==> config.mk <==
export PLATFORM = sky130hd
export DESIGN_NAME = alu_req_sequencer
export DESIGN_NICKNAME = d
export VERILOG_FILES = /design/src/rtl/alu_req_sequencer.sv
export SDC_FILE = /design/constraint.sdc
export NUM_CORES = 1
export LEC_CHECK = 0
export CAP_MARGIN = 15
export CORE_UTILIZATION = 39
export CTS_CLUSTER_SIZE = 40
export DETAILED_ROUTE_END_ITERATION = 8
export GPL_ROUTABILITY_DRIVEN = 0
export PLACE_DENSITY = 0.81
export SLEW_MARGIN = 10
export SYNTH_ARGS = -nofsm -noshare
export SYNTH_HDL_FRONTEND = slang
export SYNTH_SLANG_ARGS = --single-unit
==> constraint.sdc <==
create_clock -name clk -period 1.95 [get_ports clk]
set_clock_uncertainty 0.2 [all_clocks]
set_input_delay 0.4875 -clock clk [delete_from_list [all_inputs] [get_ports clk]]
set_output_delay 0.4875 -clock clk [all_outputs]
set_load 0.05 [all_outputs]
==> src/rtl/alu_req_sequencer.sv <==
// Request sequencer for a 16-bit combinational ALU: accepts one request, drives the
// ALU operands for a per-op settle time, and buffers the result until it is consumed.
module alu_req_sequencer #(
  parameter int ADDSUB_WAIT = 1,
  parameter int MUL_WAIT    = 2,
  parameter int DIV_WAIT    = 4,
  parameter int CNT_W       = 4
) (
  input  logic        clk,
  input  logic        rst_n,
  input  logic        req_valid,
  output logic        req_ready,
  input  logic [15:0] req_a,
  input  logic [15:0] req_b,
  input  logic [2:0]  req_op,
  output logic [15:0] alu_a,
  output logic [15:0] alu_b,
  output logic [2:0]  alu_op,
  input  logic [15:0] alu_r,
  output logic        rsp_valid,
  input  logic        rsp_ready,
  output logic [15:0] rsp_data,
  output logic        rsp_err,
  output logic        busy
);

  typedef enum logic [1:0] {
    S_IDLE = 2'd0,
    S_WAIT = 2'd1,
    S_HOLD = 2'd2
  } state_e;

  localparam logic [2:0] OP_CLR = 3'b000;
  localparam logic [2:0] OP_ADD = 3'b001;
  localparam logic [2:0] OP_SUB = 3'b010;
  localparam logic [2:0] OP_MUL = 3'b011;
  localparam logic [2:0] OP_DIV = 3'b100;

  // The counter is loaded with wait-1 so that a response appears exactly N edges
  // after the accepting edge.
  localparam logic [CNT_W-1:0] ADDSUB_LOAD = CNT_W'(ADDSUB_WAIT - 1);
  localparam logic [CNT_W-1:0] MUL_LOAD    = CNT_W'(MUL_WAIT - 1);
  localparam logic [CNT_W-1:0] DIV_LOAD    = CNT_W'(DIV_WAIT - 1);

  state_e           state_q;
  logic [CNT_W-1:0] cnt_q;
  logic [15:0]      alu_a_q;
  logic [15:0]      alu_b_q;
  logic [2:0]       alu_op_q;
  logic             rsp_valid_q;
  logic [15:0]      rsp_data_q;
  logic             rsp_err_q;
  logic [CNT_W-1:0] load_cnt;

  // NOTE: every signal written in always_comb gets a default first, so no path
  // through the case can leave it unassigned and infer a latch.
  always_comb begin
    load_cnt = ADDSUB_LOAD;
    case (req_op)
      OP_MUL:  load_cnt = MUL_LOAD;
      OP_DIV:  load_cnt = DIV_LOAD;
      default: load_cnt = ADDSUB_LOAD;
    endcase
  end

  // NOTE: all state updates use non-blocking assignments so every register sees the
  // pre-edge values of its neighbours regardless of statement order.
  always_ff @(posedge clk or negedge rst_n) begin
    if (!rst_n) begin
      state_q     <= S_IDLE;
      cnt_q       <= '0;
      alu_a_q     <= '0;
      alu_b_q     <= '0;
      alu_op_q    <= OP_CLR;
      rsp_valid_q <= 1'b0;
      rsp_data_q  <= '0;
      rsp_err_q   <= 1'b0;
    end else begin
      case (state_q)
        S_IDLE: begin
          if (req_valid) begin
            case (req_op)
              OP_ADD, OP_SUB, OP_MUL: begin
                alu_a_q  <= req_a;
                alu_b_q  <= req_b;
                alu_op_q <= req_op;
                cnt_q    <= load_cnt;
                state_q  <= S_WAIT;
              end
              OP_DIV: begin
                if (req_b == 16'h0000) begin
                  rsp_data_q  <= 16'hFFFF;
                  rsp_err_q   <= 1'b1;
                  rsp_valid_q <= 1'b1;
                  state_q     <= S_HOLD;
                end else begin
                  alu_a_q  <= req_a;
                  alu_b_q  <= req_b;
                  alu_op_q <= req_op;
                  cnt_q    <= load_cnt;
                  state_q  <= S_WAIT;
                end
              end
              OP_CLR: begin
                rsp_data_q  <= 16'h0000;
                rsp_err_q   <= 1'b0;
                rsp_valid_q <= 1'b1;
                state_q     <= S_HOLD;
              end
              default: begin
                rsp_data_q  <= 16'h0000;
                rsp_err_q   <= 1'b1;
                rsp_valid_q <= 1'b1;
                state_q     <= S_HOLD;
              end
            endcase
          end
        end
        S_WAIT: begin
          // ALU inputs stay untouched here; only the settle counter moves.
          if (cnt_q != '0) begin
            cnt_q <= cnt_q - CNT_W'(1);
          end else begin
            rsp_data_q  <= alu_r;
            rsp_err_q   <= 1'b0;
            rsp_valid_q <= 1'b1;
            state_q     <= S_HOLD;
          end
        end
        S_HOLD: begin
          if (rsp_ready) begin
            rsp_valid_q <= 1'b0;
            state_q     <= S_IDLE;
          end
        end
        default: state_q <= S_IDLE;
      endcase
    end
  end

  assign req_ready = (state_q == S_IDLE);
  assign busy      = (state_q != S_IDLE);
  assign alu_a     = alu_a_q;
  assign alu_b     = alu_b_q;
  assign alu_op    = alu_op_q;
  assign rsp_valid = rsp_valid_q;
  assign rsp_data  = rsp_data_q;
  assign rsp_err   = rsp_err_q;

endmodule

==> impl_table.tex <==
\begin{tabular}{lr}
\hline
Metric & Value \\
\hline
\multicolumn{2}{l}{\textbf{Global routing}} \\
Aggregate global-route resource usage & 0.226 \\
Largest net degree at the start of global routing & 23 \\
Total congestion overflow after global routing & 0 \\
First-pass GRT wire length & 12.5 mm \\
Via count of the first global-routing pass & 2,437 \\
Antenna violations before repair & 0 \\
\multicolumn{2}{l}{\textbf{Die}} \\
Number of cell rows & 30 \\
Count of pins on the block boundary & 110 \\
Die height & 86.1 um \\
Initial core utilization & 0.404 \\
Die Span X & 86.1 um \\
Die Footprint & 0.00742 mm2 \\
Area inside the core boundary & 0.00683 mm2 \\
\multicolumn{2}{l}{\textbf{Worst setup path}} \\
CP dominant cell by count & sky130\_fd\_sc\_hd\_\_buf\_6 \\
End of the worst register-to-register path & rsp\_data[14] \\
Launch point of the worst reg-to-reg path & cnt\_q[0] \\
Worst setup path category & input pin to flip-flop \\
Kind of start point of the critical path & input pin \\
Required time at the worst-slack endpoint & 1.96 ns \\
Number of cell instances on the worst register-to-register path & 9 \\
Arrival time reported for the critical path endpoint & 2.03 ns \\
Maximum fanout along the worst path & 4 \\
Cell family contributing the most delay on the critical path & buffers and inverters \\
Total number of cells along the worst setup path & 9 \\
Setup crit end kind & flip-flop \\
Cell chain of the critical path & buf\_8 > nor4\_4 > nand4\_2 > buf\_6 > a21oi\_4 > buf\_6 > nor2\_4 > buf\_6 > mux2\_4 \\
Total buffers and inverters traversed by the critical path & 4 \\
Standard cell with the maximum stage delay on the critical path & sky130\_fd\_sc\_hd\_\_nor4\_4 \\
Worst setup path endpoint & alu\_a[6] \\
Worst setup startpoint & req\_b[0] \\
Register-to-register setup slack & -0.01 ns \\
Stage delay of the slowest cell on the critical path & 0.31 ns \\
\multicolumn{2}{l}{\textbf{Place}} \\
Number of I/O port buffers & 109 \\
HPWL after detailed placement & 4.93 mm \\
\multicolumn{2}{l}{\textbf{Detailed routing}} \\
First drt pass iteration count & 4 \\
Initial detailed-routing violation count & 82 \\
Number of nets still failing antenna checks after routing & 0 \\
Via count & 2,371 \\
Wire length after detailed routing & 7.88 mm \\
Post-detailed-route via-to-cell ratio & 4.94 \\
Wirelength per Cell & 16.4 um \\
Residual DRC count & 0 \\
\multicolumn{2}{l}{\textbf{Clock tree}} \\
Clock latency reported for the late side of the worst-skew pair & 0.33 ns \\
Clock tree from TritonCTS & built \\
CTS Buf Count & 9 \\
H-tree Lvls & 3 \\
Cell chosen for the clock root & sky130\_fd\_sc\_hd\_\_clkbuf\_8 \\
Longest Clk Path Bufs & 2 \\
Number of clock sinks & 59 \\
Worst-path clk slew & 0.06 ns \\
\multicolumn{2}{l}{\textbf{Yosys}} \\
Portion of the post-synthesis area used by sequential elements & 0.535 \\
Syn Nets & 275 \\
Syn Inst Count & 219 \\
Share of async-settable or async-resettable flops after synthesis & 1.00 \\
Yosys warning count & 0 \\
Number of flops mapped to enable cells by yosys & 0 \\
Largest area contributor in the synthesized netlist & sky130\_fd\_sc\_hd\_\_dfrtp\_1 \\
Most common flop cell mapped by yosys & sky130\_fd\_sc\_hd\_\_dfrtp\_1 \\
Ranking of synthesized cells by area & sky130\_fd\_sc\_hd\_\_dfrtp\_1, sky130\_fd\_sc\_hd\_\_mux2\_4, sky130\_fd\_sc\_hd\_\_a21oi\_2 \\
Post-synth design cell area & 0.00276 mm2 \\
Number of synthesized register bits & 59 \\
Mean cell area of the mapped netlist & 12.6 um2 \\
Synth top area share & 0.535 \\
Commonest cells in the synthesized netlist & sky130\_fd\_sc\_hd\_\_dfrtp\_1, sky130\_fd\_sc\_hd\_\_mux2\_4, sky130\_fd\_sc\_hd\_\_nor2\_1, sky130\_fd\_sc\_hd\_\_a21oi\_1, sky130\_fd\_sc\_hd\_\_a21oi\_2 \\
Count leader, synth & sky130\_fd\_sc\_hd\_\_dfrtp\_1 \\
Count of distinct cell types in the synthesized netlist & 37 \\
\multicolumn{2}{l}{\textbf{Layout}} \\
Inserted Diodes & 0 \\
Final Util & 0.701 \\
Area grow syn2layout & 73.6\% \\
Net count, final & 435 \\
Share of final-layout standard cells stronger than drive strength 1 & 0.576 \\
Seq. cell area & 0.00148 mm2 \\
Count of filler cells inserted in the layout & 500 \\
Multi-input gate area & 0.00142 mm2 \\
\multicolumn{2}{l}{\textbf{Power}} \\
Leakage power of the design & 2.11 nW \\
Fraction of power spent switching nets & 0.477 \\
Areal power density over the cells & 1960 mW/mm2 \\
Design internal power & 4.90 mW \\
NetSw & 4.48 mW \\
Register share of total power & 0.251 \\
Part of the total power dissipated in combinational logic & 0.642 \\
Fraction of power consumed by the clock network & 0.107 \\
Maximum ir drop on the vdd rail & 1.03 mV \\
Overall power consumption & 9.38 mW \\
\multicolumn{2}{l}{\textbf{Timing}} \\
Fmax & 496 MHz \\
Min cycle time layout & 2.02 ns \\
Headroom to the max-slew limit & 0.615 \\
Hold Violations, Final & 0 \\
Crit share post-route & 1.03 \\
Unrepaired setup endpoints after global routing & yes \\
Final setup viols & 37 \\
Hold slack final & 0.197 ns \\
Worst Max-Slew Pin Slew & 0.569 ns \\
Max Slew Vio Count & 0 \\
Min setup slack post-route & -0.0674 ns \\
\multicolumn{2}{l}{\textbf{Run}} \\
Max\_cap viols & 0 \\
\multicolumn{2}{l}{\textbf{Hold path}} \\
Class of the tightest hold or removal check & input pin to flip-flop \\
\multicolumn{2}{l}{\textbf{Status}} \\
Violations in the final reports & setup timing \\
Run status & complete, but fails checks \\
\hline
\end{tabular}
logic make-up (layout without fill, tap and decap cells):
| group | Yosys count | count (layout) | synth area share |
|---|---|---|---|
| and+or+nand+nor | 56 | 59 | 0.110 |
| muxes | 33 | 33 | 0.175 |
| AOI/OAI and AO/OA | 52 | 52 | 0.136 |
| buffers and inverters | 18 | 180 | 0.0399 |
| DFF | 59 | 59 | 0.535 |
| adders and majority gates | 1 | 1 | 0.00453 |
cell usage in the layout, fill, tap and decap left out, drive strengths merged, types with 2 or more instances in the layout:
cell,n
a21oi,36
o21ai,5
clkdlybuf4s50,33
mux2,32
a311oi,2
nor4,4
nand3,2
nand2,11
inv,9
clkinv,2
clkbuf,12
or3,2
clkinvlp,2
buf,113
a31oi,3
nor2,32
dfrtp,59
clkdlybuf4s15,6
o22ai,2
through the flow:
stage | area (um2) | cells | setup slack, ns | TNS, ns
after global placement | 4120 | 439 | -1.08 | -48.10
final | 4790 | 480 | -0.0674 | -1.42
after floorplan | 2790 | 219 | -0.419 | -4.98
after global routing | 4790 | 480 | -0.110 | -3.65
after CTS | 4730 | 481 | -0.0990 | -2.17
after detailed placement | 4120 | 439 | -1.15 | -51.02
per-layer routing:
metal  up-vias  global-route usage  wire [um]
li1       1103                   -          -
met1      1173               0.294       3390
met2        81               0.364       3980
met3        14              0.0500        337
met4         0              0.0985        171
met5         -                   0          0
power by group through the flow:
stage	Sequential, mW	Combinational (mW)	Clock [mW]
global placement	2.25	5.27	0
detailed placement	2.26	5.37	0
global route	2.42	6.29	1.09
finish	2.35	6.02	1.00
CTS	2.28	5.93	1.03
floorplan	4.15	1.58	0
sequential cells by signal, indices dropped and copies added, names as in the netlist:
| signal | count |
|---|---|
| cnt_q | 4 |
| rsp_valid | 1 |
| rsp_data | 16 |
| alu_b | 16 |
| alu_op | 3 |
| rsp_err | 1 |
| state_q | 2 |
| alu_a | 16 |
cell type report:
class / count / share of cell area
repair buffers: 155 / 0.325
inverters: 9 / 0.00705
multi-input cells: 145 / 0.297
clock inverters: 4 / 0.00522
flip-flops and latches: 59 / 0.308
clock buffers: 12 / 0.0324
well taps: 96 / 0.0251
worst min path at each step:
stage                  start           end  depth (start not counted)
floorplan              rst_n      alu_a[0]                          0
global placement       rst_n  rsp_data[11]                          1
detailed placement     rst_n  rsp_data[11]                          1
CTS                 req_b[0]      alu_b[0]                          2
global route        req_b[0]      alu_b[0]                          2
finish              req_b[0]      alu_b[0]                          2
repair_timing:
item                                   4_1_cts  5_1_grt
endpoints found under the hold margin       17        0
setup endpoints to repair                   58       54
cloned                                       7        0
resized for setup                          114       34
pin swaps                                   15       10
hold buffers                                 1        0
buffers inserted                            19        3
Power figures use the tool's default switching activity.
